===== src/rtl/io_int_peripheral_if.sv =====
// rtl/io_int_peripheral_if.sv - processor-side pin bundle of the I/O and interrupt peripheral
//
// Purpose: groups the four pins that face the processor core.
//   int_flag : interrupt request towards the processor
//   ack      : interrupt acknowledge from the processor (pulse or level)
//   portIn   : value presented on the processor input port
//   portOut  : processor output port, observed by the peripheral
// Modports:
//   slave  : the peripheral (drives int_flag/portIn, observes ack/portOut)
//   master : the processor side (or a bench standing in for it)
interface io_int_peripheral_if #(
    parameter int WIDTH = 16
);
    logic             int_flag;
    logic             ack;
    logic [WIDTH-1:0] portIn;
    logic [WIDTH-1:0] portOut;

    modport slave (
        output int_flag,
        output portIn,
        input  ack,
        input  portOut
    );

    modport master (
        input  int_flag,
        input  portIn,
        output ack,
        output portOut
    );
endinterface


===== src/rtl/io_int_peripheral.sv =====
// rtl/io_int_peripheral.sv - interrupt generator, input-port driver and output-port capture FIFO
//
// Purpose: external-side counterpart to a processor's I/O and interrupt pins.
//   - Queues interrupt requests, raises int_flag, waits for ack (with timeout),
//     then enforces a holdoff window before the next interrupt.
//   - Drives portIn from in_data on in_load.
//   - Logs every change of portOut into a FIFO drained by the environment.
// Ports:
//   clk, reset          : clock (rising edge), asynchronous active-low reset
//   proc (slave)        : int_flag, ack, portIn, portOut
//   irq_req             : one interrupt request per cycle it is high
//   in_load, in_data    : load the next portIn value
//   out_pop             : pop the capture FIFO head
//   out_data, out_valid : FIFO head and not-empty flag
//   out_count           : FIFO occupancy
//   irq_pending         : queued interrupt requests (saturating)
//   busy                : interrupt FSM not idle
//   timeout_err         : sticky, ack never arrived
//   overflow_err        : sticky, capture dropped on full FIFO
//   err_clr             : clears both sticky errors (a same-cycle set wins)
module io_int_peripheral #(
    parameter int WIDTH       = 16,
    parameter int DEPTH       = 8,
    parameter int ACK_TIMEOUT = 64,
    parameter int HOLDOFF     = 2,
    parameter int MAX_PENDING = 15,
    localparam int AW = $clog2(DEPTH),
    localparam int CW = AW + 1,
    localparam int PW = $clog2(MAX_PENDING + 1)
) (
    input  logic                 clk,
    input  logic                 reset,
    io_int_peripheral_if.slave   proc,
    input  logic                 irq_req,
    input  logic                 in_load,
    input  logic [WIDTH-1:0]     in_data,
    input  logic                 out_pop,
    output logic [WIDTH-1:0]     out_data,
    output logic                 out_valid,
    output logic [CW-1:0]        out_count,
    output logic [PW-1:0]        irq_pending,
    output logic                 busy,
    output logic                 timeout_err,
    output logic                 overflow_err,
    input  logic                 err_clr
);
    localparam int TW = $clog2(ACK_TIMEOUT + 1);
    localparam int HW = $clog2(HOLDOFF + 1);

    typedef enum logic [1:0] {
        S_IDLE   = 2'd0,
        S_ASSERT = 2'd1,
        S_HOLD   = 2'd2
    } state_t;

    state_t           state_q, state_d;
    logic [TW-1:0]    wait_q, wait_d;
    logic [HW-1:0]    hold_q, hold_d;
    logic             flag_q, flag_d;
    logic [PW-1:0]    pend_q, pend_d;
    logic             tmo_q, tmo_d;
    logic             launch, tmo_set;

    logic [WIDTH-1:0] port_in_q, port_in_d;
    logic [WIDTH-1:0] last_q, last_d;
    logic [WIDTH-1:0] mem_q [DEPTH];
    logic [AW-1:0]    wr_q, wr_d, rd_q, rd_d;
    logic [CW-1:0]    count_q, count_d;
    logic             ovf_q, ovf_d;
    logic             changed, full, pop_ok, push_ok, drop;

    // Interrupt FSM: next state and outputs.
    always_comb begin
        state_d = state_q;
        wait_d  = wait_q;
        hold_d  = hold_q;
        flag_d  = flag_q;
        launch  = 1'b0;
        tmo_set = 1'b0;
        unique case (state_q)
            S_IDLE: begin
                // A fresh request launches straight away without ever being counted.
                if (pend_q != '0 || irq_req) begin
                    launch  = 1'b1;
                    flag_d  = 1'b1;
                    wait_d  = '0;
                    state_d = S_ASSERT;
                end
            end
            S_ASSERT: begin
                // ack is checked first so that ack in the last waiting cycle wins.
                if (proc.ack) begin
                    flag_d  = 1'b0;
                    hold_d  = '0;
                    state_d = S_HOLD;
                end else if (wait_q == TW'(ACK_TIMEOUT - 1)) begin
                    tmo_set = 1'b1;
                    flag_d  = 1'b0;
                    hold_d  = '0;
                    state_d = S_HOLD;
                end else begin
                    wait_d = wait_q + 1'b1;
                end
            end
            S_HOLD: begin
                if (hold_q == HW'(HOLDOFF - 1)) begin
                    state_d = S_IDLE;
                end else begin
                    hold_d = hold_q + 1'b1;
                end
            end
            default: begin
                flag_d  = 1'b0;
                state_d = S_IDLE;
            end
        endcase
    end

    // Pending counter: a request and a launch in the same cycle cancel out.
    // A launch with an empty counter always coincides with irq_req, so no underflow.
    always_comb begin
        pend_d = pend_q;
        if (irq_req && !launch && pend_q != PW'(MAX_PENDING)) begin
            pend_d = pend_q + 1'b1;
        end else if (!irq_req && launch) begin
            pend_d = pend_q - 1'b1;
        end
    end

    // Capture FIFO: a pop in the same cycle frees the slot for a push into a full FIFO.
    always_comb begin
        changed = proc.portOut != last_q;
        full    = count_q == CW'(DEPTH);
        pop_ok  = out_pop && count_q != '0;
        push_ok = changed && (!full || pop_ok);
        drop    = changed && full && !pop_ok;
        last_d  = changed ? proc.portOut : last_q;
        wr_d    = push_ok ? wr_q + 1'b1 : wr_q;
        rd_d    = pop_ok ? rd_q + 1'b1 : rd_q;
        count_d = count_q;
        unique case ({push_ok, pop_ok})
            2'b10:   count_d = count_q + 1'b1;
            2'b01:   count_d = count_q - 1'b1;
            default: count_d = count_q;
        endcase
    end

    always_comb begin
        port_in_d = in_load ? in_data : port_in_q;
        tmo_d     = tmo_set | (tmo_q & ~err_clr);
        ovf_d     = drop | (ovf_q & ~err_clr);
    end

    always_ff @(posedge clk or negedge reset) begin
        if (!reset) begin
            state_q   <= S_IDLE;
            wait_q    <= '0;
            hold_q    <= '0;
            flag_q    <= 1'b0;
            pend_q    <= '0;
            tmo_q     <= 1'b0;
            port_in_q <= '0;
            last_q    <= '0;
            wr_q      <= '0;
            rd_q      <= '0;
            count_q   <= '0;
            ovf_q     <= 1'b0;
        end else begin
            state_q   <= state_d;
            wait_q    <= wait_d;
            hold_q    <= hold_d;
            flag_q    <= flag_d;
            pend_q    <= pend_d;
            tmo_q     <= tmo_d;
            port_in_q <= port_in_d;
            last_q    <= last_d;
            wr_q      <= wr_d;
            rd_q      <= rd_d;
            count_q   <= count_d;
            ovf_q     <= ovf_d;
        end
    end

    // Storage needs no reset: out_data is masked while the FIFO is empty.
    always_ff @(posedge clk) begin
        if (push_ok) begin
            mem_q[wr_q] <= proc.portOut;
        end
    end

    assign proc.int_flag = flag_q;
    assign proc.portIn   = port_in_q;
    assign out_valid     = count_q != '0;
    assign out_data      = out_valid ? mem_q[rd_q] : '0;
    assign out_count     = count_q;
    assign irq_pending   = pend_q;
    assign busy          = state_q != S_IDLE;
    assign timeout_err   = tmo_q;
    assign overflow_err  = ovf_q;
endmodule


===== src/flat_wrapper.sv =====
// flat-port wrapper written by rule: the top's interface ports become plain ports
module io_int_peripheral_flat 
#(
    parameter int WIDTH       = 16,
    parameter int DEPTH       = 8,
    parameter int ACK_TIMEOUT = 64,
    parameter int HOLDOFF     = 2,
    parameter int MAX_PENDING = 15,
    localparam int AW = $clog2(DEPTH),
    localparam int CW = AW + 1,
    localparam int PW = $clog2(MAX_PENDING + 1)
)
  (clk, reset, irq_req, in_load, in_data, out_pop, out_data, out_valid, out_count, irq_pending, busy, timeout_err, overflow_err, err_clr, proc_int_flag, proc_portIn, proc_ack, proc_portOut);
  io_int_peripheral_if #(.WIDTH(WIDTH)) proc_i ();
  input  logic clk;
  input  logic reset;
  input  logic irq_req;
  input  logic in_load;
  input  logic [WIDTH-1:0] in_data;
  input  logic out_pop;
  output logic [WIDTH-1:0] out_data;
  output logic out_valid;
  output logic [CW-1:0] out_count;
  output logic [PW-1:0] irq_pending;
  output logic busy;
  output logic timeout_err;
  output logic overflow_err;
  input  logic err_clr;
  output wire logic [$bits(proc_i.int_flag)-1:0] proc_int_flag;
  output wire logic [$bits(proc_i.portIn)-1:0] proc_portIn;
  input wire logic [$bits(proc_i.ack)-1:0] proc_ack;
  input wire logic [$bits(proc_i.portOut)-1:0] proc_portOut;
  assign proc_int_flag = proc_i.int_flag;
  assign proc_portIn = proc_i.portIn;
  assign proc_i.ack = proc_ack;
  assign proc_i.portOut = proc_portOut;
  io_int_peripheral #(.WIDTH(WIDTH), .DEPTH(DEPTH), .ACK_TIMEOUT(ACK_TIMEOUT), .HOLDOFF(HOLDOFF), .MAX_PENDING(MAX_PENDING)) u_core (.clk(clk), .reset(reset), .proc(proc_i), .irq_req(irq_req), .in_load(in_load), .in_data(in_data), .out_pop(out_pop), .out_data(out_data), .out_valid(out_valid), .out_count(out_count), .irq_pending(irq_pending), .busy(busy), .timeout_err(timeout_err), .overflow_err(overflow_err), .err_clr(err_clr));
endmodule

===== config.mk =====
export PLATFORM = sky130hd
export DESIGN_NAME = io_int_peripheral_flat
export DESIGN_NICKNAME = d
export VERILOG_FILES = /design/src/rtl/io_int_peripheral_if.sv /design/src/rtl/io_int_peripheral.sv /design/src/flat_wrapper.sv
export SDC_FILE = /design/constraint.sdc
export NUM_CORES = 1
export LEC_CHECK = 0
export ABC_AREA = 0
export ABC_CLOCK_PERIOD_IN_PS = 3800
export CORE_UTILIZATION = 30
export DETAILED_ROUTE_END_ITERATION = 10
export SLEW_MARGIN = 20
export SYNTH_ARGS = -nofsm -noshare
export SYNTH_HDL_FRONTEND = slang
export SYNTH_SLANG_ARGS = --single-unit

===== constraint.sdc =====
create_clock -name clk -period 3.8 [get_ports clk]
set_clock_uncertainty 0.15 [all_clocks]
set_input_delay 0.76 -clock clk [delete_from_list [all_inputs] [get_ports clk]]
set_output_delay 0.76 -clock clk [all_outputs]
set_load 0.05 [all_outputs]

### Word-level counts from Yosys, hierarchy flattened

Memory sizes are Yosys's and may differ from the RTL's.
Index checks and enable logic that the tools add are counted.

| word-level totals | value |
|---|---|
| bits in registers | 60 |
| bits in writable memories | 128 |
| input port bits | 39 |
| output and inout bits | 45 |
| word-level logic and storage cells | 95 |
| memories | 1 |

Memories:

| name | words | width | read ports | clocked after memory_dff | wr ports | line | text |
|---|---|---|---|---|---|---|---|
| u_core.mem_q | 8 | 16 | 1 | 0 | 1 | io_int_peripheral.sv:66 | `logic [WIDTH-1:0] mem_q [DEPTH];` |

| operators by class | value |
|---|---|
| add/subtract/negate cells | 8 |
| equal/unequal tests | 15 |
| mux-type cells | 28 |
| bitwise logic cells | 6 |
| reductions and logical operators | 25 |

Operators with widths:

| kind | count |
|---|---|
| 7-bit two-way mux | 3 |
| 16-bit two-way mux | 1 |
| 16-bit != test | 1 |
| 2-bit two-way mux | 7 |
| 7-bit one-hot mux with 2 select lines | 1 |
| 1-bit two-way mux | 10 |
| 2-bit nonzero test | 5 |
| 3-bit AND reduction | 3 |
| 4-bit by 1-bit adder with 4-bit output (second input constant) | 2 |
| 4-bit two-way mux | 2 |
| 4-bit one-hot mux with 2 select lines | 1 |
| 4-bit nonzero test | 2 |
| 4-bit by 1-bit subtractor with 4-bit output (second input constant) | 2 |
| 7-bit by 1-bit adder with 7-bit output (second input constant) | 1 |
| 7-bit by 6-bit equality test with 1-bit output (second input constant) | 1 |
| 1-bit logical AND | 7 |
| 3-bit by 1-bit adder with 3-bit output (second input constant) | 2 |
| 2-bit by 1-bit equality test with 1-bit output (second input constant) | 3 |
| 2-bit != test (second input constant) | 3 |
| 2-bit one-hot mux with 3 select lines | 1 |
| 2-bit equality test (second input constant) | 2 |
| 4-bit equality test (second input constant) | 1 |
| 1-bit zero test | 4 |
| 2-bit by 1-bit != test with 1-bit output (second input constant) | 2 |
| other kinds (11) | 15 |

### Depth between registers and ports, before layout

| logic depth | value |
|---|---|
| word-level depth | 8 |
| gate-level depth with buffers | 13 |
| gate-level depth less buffers | 11 |

### Worst setup path after synthesis

OpenSTA, ideal clock, no wires.

| timing path | value |
|---|---|
| kind | reg2reg |
| start | reg u_core.count_q[1] (netlist: u_core.out_count[1]) |
| end | mem u_core.mem_q[0][0] (enable) |
| library setup time | 0.430 ns |
| arrival time | 3.075 ns |
| data required time | 3.220 ns |
| slack | 0.144 ns |
| stages on the path, launching flop included | 8 |
| buffers on the path | 2 |
| clock period less this slack | 3.656 ns |
| cell sequence | dfrtp_1 -> buf_2 -> nor3_2 -> nand3b_2 -> inv_2 -> or2_4 -> buf_12 -> nor4_1 |

| between the ends | value |
|---|---|
| cells in the longest elaborated chain, start to end | 6 |
| elaborated cells on any way between the ends | 8 |
| classes of those cells | eq/ne (1); mux (2); reduce/logical (5) |

Ends and longest elaborated chain:

| item | line | text |
|---|---|---|
| from (decl) | io_int_peripheral.sv:68 | `logic [CW-1:0] count_q, count_d;` |
| from (signal assigned) | io_int_peripheral.sv:179 | `count_q <= count_d;` |
| 4-bit equality test or 4-bit nonzero test (tied branches) | io_int_peripheral.sv:133, io_int_peripheral.sv:134 |  |
| 1-bit zero test or 1-bit logical AND (tied branches) | io_int_peripheral.sv:135, io_int_peripheral.sv:134 |  |
| 1-bit logical OR * | io_int_peripheral.sv:135 | `push_ok = changed && (!full \|\| pop_ok);` |
| 1-bit logical AND * | io_int_peripheral.sv:135 |  |
| 1-bit two-way mux * | io_int_peripheral.sv:186 | `if (push_ok) begin` |
| 1-bit two-way mux (implied by the code) * | io_int_peripheral.sv:187 | `mem_q[wr_q] <= proc.portOut;` |
| to (decl) | io_int_peripheral.sv:66 |  |

Every way passes the cells marked *; elsewhere a longest branch is shown, timed or not.

### Worst setup path in the final report

| timing path | value |
|---|---|
| start | reg u_core.rd_q[1] |
| end | out out_data[8] |

| between the ends | value |
|---|---|
| cells in the longest elaborated chain, start to end | 2 |

Ends and longest elaborated chain:

| item | line | text |
|---|---|---|
| from (decl) | io_int_peripheral.sv:67 | `logic [AW-1:0] wr_q, wr_d, rd_q, rd_d;` |
| from (signal assigned) | io_int_peripheral.sv:178 | `rd_q <= rd_d;` |
| memory read 8 x 16 bit | -- |  |
| 16-bit two-way mux | io_int_peripheral.sv:194 | `assign out_data = out_valid ? mem_q[rd_q] : '0;` |
| to (decl) | flat_wrapper.sv:21 | `output logic [WIDTH-1:0] out_data;` |

Every way passes these cells.

==> metrics.txt <==
Post-synth EDFFs 128; Inst Count DP 860; Most used DFF post-synth edfxtp_1; Leakage 0.00355 uW; syn nets 493; WHS 105 ps; TritonCTS Buffers 17; Vias/cell 4.60; Layout Cells excl Fill 892; sequential cell area fraction in the yosys report 0.691; Routed Antenna Nets 0; H-tree depth 4; gr usage total 0.132; global-route wire length before repair 26000 um; setup TNS 0 ps; fin crit period 3600 ps; Max Freq 0.277 GHz; cell count after synthesis 444; CP Launch Type register; Avg Cell Area, Syn 17.4 um^2; CP Capture Type primary output; final period utilization 0.948; DR DRC count 0; worst path required time 2890 ps; Pre-antenna DRT Iters 4; status completed; number of global-route vias before repair 4565; Port Buffers 83; Starting Density 0.306; Highest Signal Layer met5; pwr/cell area 858 nW/um^2; max-cap violations 0; Max IR drop VDD 0.622 mV; pins over their slew limit 0; CP Data Arrival Time 2690 ps; met3 routed WL 954 um; Yosys cell types 58; Nets 598; Slew @ Worst Pin 1060 ps; min-delay worst type input pin to async pin; via count 4101; CTS tree built; RSZ-0062 raised after global routing false; slew margin rel. 0.289; row cnt 58; Tot Pwr 8380 uW; synthesized flop and latch total 188; largest net degree at the start of global routing 44; Area Growth Syn to Fin 26.2%; Fin. Hold Viols 0; sequential cell area 5350 um^2; worst-path fanout max 15; Fill cells 2325; clock-pin slew on the worst setup and hold paths 80 ps; Final Wtd Congestion 0.714; initial antenna violation count 1; clk sinks 188; setup violators final 0; Synth Cell Area 7740 um^2; CTS max path bufs 2; worst skew pair latency 430 ps; Clock Root Buffer clkbuf_16; GRT overflow 0; synth warn 0; drt wl/cell 18.4 um; CP Class register to primary output; I/O pin cnt 84; DRT iter0 DRCs 191; most common cell after layout, fill and taps aside edfxtp_1; Die W 163 um; share of post-route cells with drive strength above 1 0.285; DIE AREA 26400 um^2; asr flop ratio synth 0.319; most frequent cells in the layout 128 x edfxtp_1, 69 x clkdlybuf4s50_1, 59 x dfrtp_1; WL met2 8060 um; Multi-input gate area 2260 um^2; WL final 16400 um; Detail Placement HPWL 11000 um; # diodes 0; Die Y 163 um; core region area 25300 um^2; wire length on met1 7230 um
==> metrics by stage <==
step / area [um^2] / util / worst slack [ps]
CTS: 9760 / 0.387 / 72.8
finish: 9770 / 0.387 / 196
detailed placement: 9150 / 0.362 / -40.5
global placement: 9150 / 0.362 / -4.54
global route: 9770 / 0.387 / 55.3
floorplan: 7740 / - / 144
==> timing repair <==
action | in CTS | in global routing
gates resized for setup | 0 | 1
hold endpoints to repair | 0 | 0
hold buffers | 0 | 0
endpoints found under the setup margin | 0 | 2
buffers inserted | 0 | 0
==> kinds of logic after synthesis <==
| logic type | share of synthesized area |
|---|---|
| DFF | 0.691 |
| and+or+nand+nor | 0.0618 |
| muxes | 0.144 |
| buffers and inverters | 0.0264 |
| AOI/OAI and AO/OA | 0.0262 |
| xor gates and xnor gates | 0.0340 |
| adders and majority gates | 0.0171 |
==> synthesized netlist by cell type (2+ instances only) <==
master / count / share of area
xor2_1: 6 / 0.0068
nand2_1: 10 / 0.0049
o22ai_1: 3 / 0.0024
inv_1: 8 / 0.0039
nand3b_1: 3 / 0.0029
ha_1: 9 / 0.015
mux2_4: 2 / 0.0039
inv_2: 3 / 0.0015
mux2_2: 17 / 0.025
nor4b_2: 4 / 0.0078
nor2_1: 24 / 0.012
nor3_1: 3 / 0.0019
nand3_1: 2 / 0.0013
clkbuf_1: 22 / 0.011
mux4_2: 32 / 0.093
mux2i_1: 16 / 0.021
nor3b_1: 2 / 0.0019
dfrtp_1: 60 / 0.19
nor4_4: 2 / 0.0055
edfxtp_1: 128 / 0.50
buf_2: 5 / 0.0032
buf_1: 2 / 0.00097
o21ai_1: 7 / 0.0045
a21o_1: 2 / 0.0019
xnor2_1: 24 / 0.027
nand4_1: 5 / 0.0040
buf_4: 3 / 0.0029
nor4b_1: 2 / 0.0023
nand2b_1: 3 / 0.0024
a21oi_1: 6 / 0.0039
o31ai_1: 2 / 0.0019
==> final cells by class <==
| type | count | share of cell area |
|---|---|---|
| Clock inverter | 15 | 0.0196 |
| Inverter | 11 | 0.00423 |
| Multi-Input combinational cell | 211 | 0.232 |
| Clock buffer | 17 | 0.0436 |
| Tap cell | 330 | 0.0423 |
| Sequential cell | 188 | 0.548 |
| Timing Repair Buffer | 120 | 0.111 |
==> final timing paths <==
| path | start | end | slack [ps] | cells after the start |
|---|---|---|---|---|
| max | u_core.rd_q[1] | out_data[8] | 200 | 4 |
| min | reset | u_core.proc.portIn[6] | 100 | 1 |
| max reg2reg | u_core.out_count[0] | u_core.out_count[2] | 850 | 10 |
| min reg2reg | u_core.hold_q[1] | u_core.hold_q[1] | 330 | 1 |
| max in group asynchronous | reset | u_core.rd_q[0] | 2330 | 2 |
| min in group clk | u_core.hold_q[1] | u_core.hold_q[1] | 330 | 1 |
==> power by group <==
part           internal [uW]  switching, uW  leakage, uW
Combinational           1380           2010      0.00135
Sequential              2750            415      0.00190
Clock                    916            907     0.000302
==> routing by layer <==
metal	track usage	vias up
met2	0.214	95
met5	0	-
li1	-	1882
met3	0.0379	10
met4	0.0280	2
met1	0.175	2112
==> worst max-delay path, stage by stage, from the launching register on <==
cell and delay, ps:
dfrtp_1 820, mux4_2 400, mux2i_1 260, nor2_1 70
clkdlybuf4s50_1 720
==> sequential cells by signal, indices dropped and copies added, names as in the netlist <==
name,cells
u_core.proc.portIn,16
u_core.timeout_err,1
u_core.mem_q,128
u_core.rd_q,3
u_core.state_q,2
u_core.wait_q,7
u_core.out_count,4
u_core.last_q,16
u_core.irq_pending,4
u_core.wr_q,3
u_core.proc.int_flag,1
u_core.overflow_err,1
u_core.hold_q,2
Note: power is estimated with default switching activity, not from simulation.
